### config.mk
export PLATFORM = sky130hd
export DESIGN_NAME = mgt_01_wb_arbiter
export DESIGN_NICKNAME = d
export VERILOG_FILES = /design/src/rtl/mgt_01_wb_arbiter.sv
export SDC_FILE = /design/constraint.sdc
export NUM_CORES = 1
export LEC_CHECK = 0
export CAP_MARGIN = 0
export CORE_MARGIN = 3
export CORE_UTILIZATION = 30
export CTS_CLUSTER_SIZE = 14
export DETAILED_ROUTE_END_ITERATION = 16
export MAX_ROUTING_LAYER = met4
export PLACE_DENSITY = 0.62
export SETUP_SLACK_MARGIN = 0.5
export SKIP_LAST_GASP = 1
export SYNTH_ARGS = -nofsm -noshare
export SYNTH_HDL_FRONTEND = slang
export SYNTH_SLANG_ARGS = --single-unit
### constraint.sdc
create_clock -name clk_i -period 2.6 [get_ports clk_i]
set_clock_uncertainty 0.1 [all_clocks]
set_input_delay 0.52 -clock clk_i [delete_from_list [all_inputs] [get_ports clk_i]]
set_output_delay 0.52 -clock clk_i [all_outputs]
set_load 0.02 [all_outputs]
### src/rtl/mgt_01_wb_arbiter.sv
// Writeback arbiter: merges ALU, LSU and MDU results onto one register-file write port.
// ALU normally has priority; slow sources that lose too long are forced through.
package mgt_01_wb_arbiter_pkg;
    typedef enum logic [4:0] {
        X0,  X1,  X2,  X3,  X4,  X5,  X6,  X7,  X8,  X9,  X10, X11, X12, X13, X14, X15,
        X16, X17, X18, X19, X20, X21, X22, X23, X24, X25, X26, X27, X28, X29, X30, X31
    } i_register_e;
    typedef logic [31:0] data_bus_t;
endpackage

module mgt_01_wb_arbiter
    import mgt_01_wb_arbiter_pkg::*;
#(
    parameter int unsigned STARVE_LIMIT = 4
) (
    input  logic        clk_i,
    input  logic        rst_i,
    input  logic        clk_en_i,
    input  logic        alu_valid_i,
    output logic        alu_ready_o,
    input  i_register_e alu_rd_i,
    input  data_bus_t   alu_data_i,
    input  logic        lsu_valid_i,
    output logic        lsu_ready_o,
    input  i_register_e lsu_rd_i,
    input  data_bus_t   lsu_data_i,
    input  logic        mdu_valid_i,
    output logic        mdu_ready_o,
    input  i_register_e mdu_rd_i,
    input  data_bus_t   mdu_data_i,
    output logic        we_o,
    output i_register_e w_iaddr_o,
    output data_bus_t   wr_idata_o,
    output logic [1:0]  grant_src_o
);
    localparam int CW = $clog2(STARVE_LIMIT + 2);

    typedef enum logic [1:0] {
        SRC_NONE = 2'b00,
        SRC_ALU  = 2'b01,
        SRC_LSU  = 2'b10,
        SRC_MDU  = 2'b11
    } src_e;

    src_e        grant;
    src_e        rr_pick;
    logic [1:0]  slow_valid;
    logic [1:0]  slow_granted;
    logic [1:0]  slow_starved;
    i_register_e sel_rd;
    data_bus_t   sel_data;

    logic        we_q;
    i_register_e w_iaddr_q;
    data_bus_t   wr_idata_q;
    src_e        grant_src_q;
    logic        rr_last_mdu_q;

    // Slow source index 0 is the LSU, index 1 the MDU.
    assign slow_valid   = {mdu_valid_i, lsu_valid_i};
    assign slow_granted = {grant == SRC_MDU, grant == SRC_LSU};

    genvar gi;
    for (gi = 0; gi < 2; gi++) begin : g_slow
        logic [CW-1:0] wait_q;
        logic [CW-1:0] wait_d;

        assign slow_starved[gi] = slow_valid[gi] && (wait_q == CW'(STARVE_LIMIT));

        always_comb begin
            wait_d = '0;
            if (slow_valid[gi] && !slow_granted[gi]) begin
                wait_d = (wait_q == CW'(STARVE_LIMIT)) ? wait_q : wait_q + CW'(1);
            end
        end

        always_ff @(posedge clk_i) begin
            if (rst_i) begin
                wait_q <= '0;
            end else if (clk_en_i) begin
                wait_q <= wait_d;
            end
        end
    end

    assign rr_pick = rr_last_mdu_q ? SRC_LSU : SRC_MDU;

    always_comb begin
        grant = SRC_NONE;
        if (!rst_i && clk_en_i) begin
            if (&slow_starved)         grant = rr_pick;
            else if (slow_starved[0])  grant = SRC_LSU;
            else if (slow_starved[1])  grant = SRC_MDU;
            else if (alu_valid_i)      grant = SRC_ALU;
            else if (&slow_valid)      grant = rr_pick;
            else if (slow_valid[0])    grant = SRC_LSU;
            else if (slow_valid[1])    grant = SRC_MDU;
        end
    end

    assign alu_ready_o = (grant == SRC_ALU);
    assign lsu_ready_o = (grant == SRC_LSU);
    assign mdu_ready_o = (grant == SRC_MDU);

    always_comb begin
        sel_rd   = X0;
        sel_data = '0;
        case (grant)
            SRC_ALU: begin sel_rd = alu_rd_i; sel_data = alu_data_i; end
            SRC_LSU: begin sel_rd = lsu_rd_i; sel_data = lsu_data_i; end
            SRC_MDU: begin sel_rd = mdu_rd_i; sel_data = mdu_data_i; end
            default: begin sel_rd = X0;       sel_data = '0;         end
        endcase
    end

    // Reset wins over clk_en, so a transfer coinciding with a reset edge is dropped.
    always_ff @(posedge clk_i) begin
        if (rst_i) begin
            we_q          <= 1'b0;
            w_iaddr_q     <= X0;
            wr_idata_q    <= '0;
            grant_src_q   <= SRC_NONE;
            rr_last_mdu_q <= 1'b1;
        end else if (clk_en_i) begin
            grant_src_q <= grant;
            we_q        <= (grant != SRC_NONE) && (sel_rd != X0);
            if (grant != SRC_NONE) begin
                w_iaddr_q  <= sel_rd;
                wr_idata_q <= sel_data;
            end
            if (grant == SRC_LSU)      rr_last_mdu_q <= 1'b0;
            else if (grant == SRC_MDU) rr_last_mdu_q <= 1'b1;
        end
    end

    assign we_o        = we_q;
    assign w_iaddr_o   = w_iaddr_q;
    assign wr_idata_o  = wr_idata_q;
    assign grant_src_o = grant_src_q;
endmodule

* Word-level counts from Yosys, hierarchy flattened
Cells that the tools add are included.
** Cells by class
- Reduce and logical (&&, ||, !) cells :: 18
- Muxes and demuxes :: 17
- Order comparisons :: 0
- Shift operators :: 0
- Bitwise operators :: 0
- Add/sub/neg operators :: 2
- $mul :: 0
- Div/mod/pow operators :: 0
- Equality and inequality tests :: 7
** Operators with widths (number)
- $pmux 32 s3 :: 1
- $mux 2 :: 8
- $pmux 5 s3 :: 1
- $mux 3 :: 4
- $reduce_and 2->1 :: 6
- $add 3x1->3 const B :: 2
- $eq 3x3->1 const B :: 2
- $logic_and 1x1->1 :: 6
- $reduce_bool 5->1 :: 1
- $eq 2x2->1 const B :: 2
- $ne 2x2->1 const B :: 2
- $reduce_bool 2->1 :: 2
- $logic_not 1->1 :: 3
- $mux 1 :: 3
- $eq 2x1->1 const B :: 1
** Storage, ports and cells
- Bits in registers :: 47
- Bits in writable memories :: 0
- Memories :: 0
- Memory bits (read-only) :: 0
- Latch bits :: 0
- Logic and storage cells :: 51

* Logic depth before layout (Yosys ltp)
Gate-level depths: netlist of run 1.
- Word-level depth :: 13
- Gate-level depth with buffers :: 9
- Gate-level depth less buffers :: 9

* Least setup slack after synthesis of run 1
Ideal clock, no wire load.
- Kind :: reg-to-output
- Start :: register g_slow[1].wait_q[0]
- End :: output alu_ready_o
- Required time :: 1.980 ns
- Data arrival time :: 1.608 ns
- Cell stages (with the launch flop) :: 8
- Slack :: 0.372 ns
- Cell sequence :: dfxtp_1 > inv_1 > ha_1 > nand2_2 > a31o_1 > a21o_1 > buf_2 > nor2_1
** Between the ends
- Word-level cells in the longest chain between the ends :: 7
- Elaborated cells between the ends (all ways) :: 8
- Classes of those cells :: eq/ne: 2; mux: 4; reduce/logical: 2
** RTL lines
- start, declared :: line 65 : logic [CW-1:0] wait_q;
- start signal, assigned :: line 81 : wait_q <= wait_d;
- $eq 3x3->1 * :: line 68 : assign slow_starved[gi] = slow_valid[gi] && (wait_q == CW'(STARVE_LIMIT));
- $logic_and 1x1->1 * :: line 68
- $mux 2 :: line 93 : else if (slow_starved[1]) grant = SRC_MDU;
- $mux 2 :: line 92 : else if (slow_starved[0]) grant = SRC_LSU;
- $mux 2 * :: line 91 : if (&slow_starved) grant = rr_pick;
- $mux 2 * :: line 90 : if (!rst_i && clk_en_i) begin
- $eq 2x1->1 * :: line 101 : assign alu_ready_o = (grant == SRC_ALU);
- end, declared :: line 20 : output logic alu_ready_o,
Every way passes the cells marked *; elsewhere a longest branch is shown, timed or not.

* Worst setup path in the final report of run 1
Ends and elaborated chain as after synthesis.

==> flow_metrics.tcl, run 1 <==
set metrics [dict create \
    syn_inst 288 \
    yosysTopAreaCell "dfxtp_1" \
    synthArstFlopShare 0 \
    min-delay-path-class "input pin to register" \
    yosysWarnings 0 \
    path_cells "inv_2, ha_4, and4b_1, o211ai_2, a21o_1, buf_6, nor2_4, buf_6" \
    status "finished clean" \
    synth_edf_count 0 \
    synth_compound_area_frac 0.3182 \
    port-buffer-count 159 \
    final_max_slew_viol_count 0 \
    grt_pass1_vias 3136 \
    layout_min_cycle_time_ns 2.370 \
    synth.top_cell.area_share 0.3342 \
    syn_area_um2 2815 \
    power.density_nw_per_um2 368.7 \
    place_ws_ns -0.4241 \
    clock_sinks 47 \
    dpl_cell_area_um2 4671 \
    routedWlPerCell_um 18.05 \
    antennaDiodeCount 0 \
    cp-end-kind "primary output" \
    yosysMostFrequentCell "dfxtp_1" \
    dp_hpwl_mm 6.687 \
    cts_tree "done" \
    vias 3046 \
    synthesis.nets 409 \
    ir_drop_v 0.0002136 \
    root_buffer "clkbuf_8" \
    timing.final.ws_setup_ns 0.2296 \
    grt_max_degree 42 \
    die_y_um 102.9 \
    row_count 34 \
    initial_utilization 0.3151 \
    cpPeakStageDelay_ns 0.34 \
    core_um2 8934 \
    arrival_ns 1.75 \
    track_usage 0.2003 \
    rr_worst_depth 11 \
    synth_fa_ha_area_frac 0.01778 \
    r2r_slack_ns 0.30 \
    wirelength_mm 10.65 \
    cts_inserted_buffers 5 \
    setup_viol 0 \
    rsz0062_at_grt "true" \
    die_area_um2 10580 \
    antenna_found_initial 0 \
    clockBufferDepth 2 \
    viasPerCell 5.163 \
    route.detailed.drc 0 \
    final_area_um2 5456 \
    multi_input_area_um2 1973 \
    cp.depth 8 \
    max_cap_violations 0 \
    pin_count 160 \
    max_slew_margin 0.8108 \
    synth_mux_area_frac 0.1316 \
    grt_pass1_wl_mm 15.88 \
    cp_max_fo 4 \
    crit_top_cell "buf_6" \
    fp.dieW_um 102.9 \
    overflow 0 \
    hold_viol 0 \
    drtIter0Drc 53 \
    hold_path_depth 2 \
    ant_nets 0 \
    crit_slowest_cell "dfxtp_2" \
    worst_pin_slew_ns 0.2812 \
    synthSimpleGateAreaFrac 0.1342 \
    clkLatencyLatePin_ns 0.30 \
    critPathRequiredTime_ns 1.98 \
    yosysSeqAreaShare 0.3342 \
    clk_pin_slew_ns 0.09 \
    htree_levels 2 \
    nNetsFinal 604 \
    synth_top_family_by_area "compound AO/OA/AOI/OAI gates" \
    finalCritPeriodShare 0.9117 \
    synth-seq-cells 47 \
    drive_gt1_frac 0.3071 \
    leakagePower_uw 0.001928 \
    area_delta_synth_final_pct 93.82 \
    ys_types 40 \
    synth_area_leaders "dfxtp_1, mux2i_1, a211oi_2" \
    nFillCells 751 \
    critPathTopFamily "flip-flops" \
    critical_path_class "register to primary output" \
    seqCellArea_um2 945.9 \
    setup_tns_ns 0 \
    cp-start-kind "register" \
    syn_avg_cell_area_um2 9.775 \
    drt-pass1-iter-count 4 \
    fmax_ghz 0.4219 \
    synth_top_flop_cell "dfxtp_1" \
    cp_num_buf_inv 3 \
    synth_xor_area_frac 0 \
    synth_commonest_cells "dfxtp_1, a211oi_1, mux2i_1" \
    place.gp.congestion 0.8337 \
]
==> cell families after synthesis <==
group,Yosys count
AO/OA/AOI/OAI,100
adder cells (fa/ha/maj),4
buffers and inverters,35
flip-flops,47
multiplexers,37
AND/OR/NAND/NOR,65
==> power breakdown <==
part	total, uW	internal, uW	switching [uW]
Clock	422	180	242
Sequential	808	774	33.2
Combinational	782	461	320
==> registers in the layout, indices dropped and copies added, names as in the netlist <==
signal	flops
grant_src_o	2
we_o	1
wr_idata_o	32
g_slow.wait_q	6
w_iaddr_o	5
rr_last_mdu_q	1
==> timing repair <==
action	4_1_cts	5_1_grt
hold buffers	0	0
endpoints found under the setup margin	48	47
gates cloned	8	0
pin swaps	47	14
gates resized for setup	85	24
endpoints found under the hold margin	0	0
buffers inserted	14	1
==> per-layer routing <==
metal / GRT usage / vias to the layer above / share of wire
li1: - / 1484 / -
met1: 0.2306 / 1442 / 0.41
met2: 0.3595 / 112 / 0.52
met3: 0.03857 / 8 / 0.067
met4: 0.04582 / 0 / 0.010
met5: - / - / 0
==> final cells by class <==
class | count | share of cell area
inverter | 9 | 0.006191
tap | 108 | 0.02477
timing repair buffer | 214 | 0.4208
clock buffer | 6 | 0.01330
sequential | 47 | 0.1734
multi-input combinational | 206 | 0.3616
==> through the flow <==
stage	instances	hold slack (ns)	util	total power (uW)
6_report	590	0.3961	0.6108	2012
5_1_grt	590	0.3961	0.6108	2114
4_1_cts	589	0.3849	0.5976	2005
3_5_place_dp	561	0.3833	0.5228	1461
3_3_place_gp	561	0.3676	0.5228	1455
2_1_floorplan	288	0.3486	-	1108
==> cells in the final DEF (no fill, tap or decap), drive strengths merged, types with 2 or more instances in the layout <==
cell / count
nor4: 3
nand4: 2
a21oi: 7
o21ai: 2
a31o: 3
nand2: 7
nor2: 7
and2: 36
clkbuf: 6
mux2i: 37
dlygate4sd2: 3
and3b: 2
a31oi: 4
inv: 9
a21bo: 2
nand3: 2
ha: 4
a211oi: 74
clkdlybuf4s50: 151
nor3: 3
dfxtp: 47
buf: 58
==> final timing paths <==
check                 startpoint             end
max          g_slow[1].wait_q[0]     alu_ready_o
min reg2reg       grant_src_o[1]  grant_src_o[1]
max reg2reg  g_slow[1].wait_q[0]   wr_idata_o[9]
min                        rst_i            we_o
(Power assumes the default switching activity.)
==> run 2: changes to the inputs <==
- TNS_END_PERCENT: not set -> 30
==> run 2 against run 1 <==
Final area down 4.0%. Hold slack about the same. Sequential share of layout area up 0.72 points. Critical endpoint is now lsu_ready_o. Setup slack better by 0.065 ns. Fmax up 2.8%. Clock-buffer cell count unchanged. Die area unchanged. Register-to-register slack better by 0.08 ns. Non-clock buffer count down 4. Utilization down 2.4 points. First-iteration DRC count up 1.9%. Clock power about the same.
==> flow_metrics.tcl, run 2 (same netlist as run 1, synthesis figures left out) <==
set metrics [dict create \
    status "finished clean" \
    initial_utilization 0.3151 \
    ctsHoldBuffers 0 \
    clock_sinks 47 \
    fmax_ghz 0.4337 \
    core_um2 8934 \
    final_max_slew_viol_count 0 \
    rr_startpoint "g_slow[1].wait_q[0]" \
    ir_drop_v 0.0002116 \
    cts_inserted_buffers 5 \
    layout_min_cycle_time_ns 2.306 \
    grt_max_degree 42 \
    finalCritPeriodShare 0.8868 \
    power.density_nw_per_um2 374.7 \
    leakagePower_uw 0.001855 \
    route.detailed.drc 0 \
    routedWlPerCell_um 17.07 \
    final_common_cell "clkdlybuf4s50_1" \
    clockBufferDepth 2 \
    vias 2984 \
    htree_levels 2 \
    antennaDiodeCount 0 \
    drtIter0Drc 54 \
    largest_reg_flops 32 \
    rr_worst_depth 12 \
    area_delta_synth_final_pct 86.09 \
    max_slew_margin 0.7546 \
    rsz0062_at_grt "true" \
    timing.rr.end "wr_idata_o[4]" \
    ant_nets 0 \
    r2r_slack_ns 0.38 \
    hold-worst-slack_ns 0.3959 \
    worst_pin_slew_ns 0.3647 \
    port-buffer-count 159 \
    grt_pass1_vias 3032 \
    mostFrequentLayoutCells "clkdlybuf4s50_1, dfxtp_1, a211oi_1, a211oi_2, buf_4" \
    worstHoldStart "grant_src_o[1]" \
    hold_path_depth 1 \
    overflow 0 \
    cp-end-kind "primary output" \
    drive_gt1_frac 0.2741 \
    whs_endpoint "grant_src_o[1]" \
    wirelength_mm 10.00 \
    dp_hpwl_mm 6.687 \
    die_y_um 102.9 \
    fp.dieW_um 102.9 \
    clk_pin_slew_ns 0.09 \
    cp_max_fo 4 \
    drt-pass1-iter-count 4 \
    die_area_um2 10580 \
    clkLatencyLatePin_ns 0.30 \
    root_buffer "clkbuf_8" \
    nNetsFinal 600 \
    multi_input_area_um2 1882 \
    cts_tree "done" \
    max_cap_violations 0 \
    place.gp.congestion 0.8337 \
    track_usage 0.1873 \
    cp-start-kind "register" \
    hold_viol 0 \
    critical_path_class "register to primary output" \
    arrival_ns 1.69 \
    viasPerCell 5.092 \
    setup_tns_ns 0 \
    seqCellArea_um2 945.9 \
    nFillCells 784 \
    pin_count 160 \
    setup_viol 0 \
    grt_pass1_wl_mm 14.99 \
    antenna_found_initial 0 \
    critPathRequiredTime_ns 1.98 \
    min-delay-path-class "register to register" \
    row_count 34 \
]
run 2: how the worst max path moves through the flow:
stage	slack, ns	endpoint	start
after detailed placement	-0.42	mdu_ready_o	mdu_valid_i
after CTS	0.28	lsu_ready_o	g_slow[1].wait_q[1]
after floorplan	0.50	alu_ready_o	g_slow[1].wait_q[0]
after global placement	-0.40	mdu_ready_o	mdu_valid_i
after global routing	0.21	alu_ready_o	g_slow[1].wait_q[1]
final	0.29	lsu_ready_o	g_slow[1].wait_q[0]
run 2: report_power, final:
| part | internal (uW) | switching (uW) | total, uW |
|---|---|---|---|
| clock network | 180 | 241 | 421 |
| registers | 774 | 32.1 | 806 |
| logic | 433 | 303 | 736 |
| total | 1390 | 575 | 1960 |
run 2: critical path, stage by stage, from the launching register on:
cell	delay [ns]
dfxtp_2	0.35
inv_2	0.05
ha_4	0.17
and4b_1	0.20
o211ai_2	0.16
a21o_1	0.16
nand2_1	0.10
inv_2	0.06
buf_4	0.13
run 2: layout make-up:
| class | count | share of cell area |
|---|---|---|
| Inverter | 9 | 0.006449 |
| Sequential cell | 47 | 0.1806 |
| Tap cell | 108 | 0.02579 |
| Timing Repair Buffer | 210 | 0.4141 |
| Multi-Input combinational cell | 206 | 0.3592 |
| Clock buffer | 6 | 0.01385 |
run 2: per-stage QoR:
stage,worst slack [ns],std cells,total power (uW),cell area (um2),util
after CTS,0.2758,584,1968,5136,0.5749
final,0.2943,586,1963,5239,0.5864
after global placement,-0.3954,561,1455,4671,0.5228
after global routing,0.2137,586,2065,5239,0.5864
after floorplan,0.4967,288,1108,2823,-
after detailed placement,-0.4241,561,1461,4671,0.5228
run 2: per-layer routing:
layer / up-vias / global-route usage / wire (um) / part of all wire
li1: 1473 / - / - / -
met4: 0 / 0.04283 / 113 / 0.011
met1: 1392 / 0.2190 / 4198 / 0.42
met2: 110 / 0.3327 / 5010 / 0.50
met5: - / - / 0 / 0
met3: 9 / 0.03518 / 679 / 0.068
run 2: what timing repair did:
action | in CTS | in global routing
cloned | 6 | 0
buffers inserted | 11 | 2
resized for setup | 61 | 22
pin swaps | 17 | 6
endpoints found under the setup margin | 48 | 47
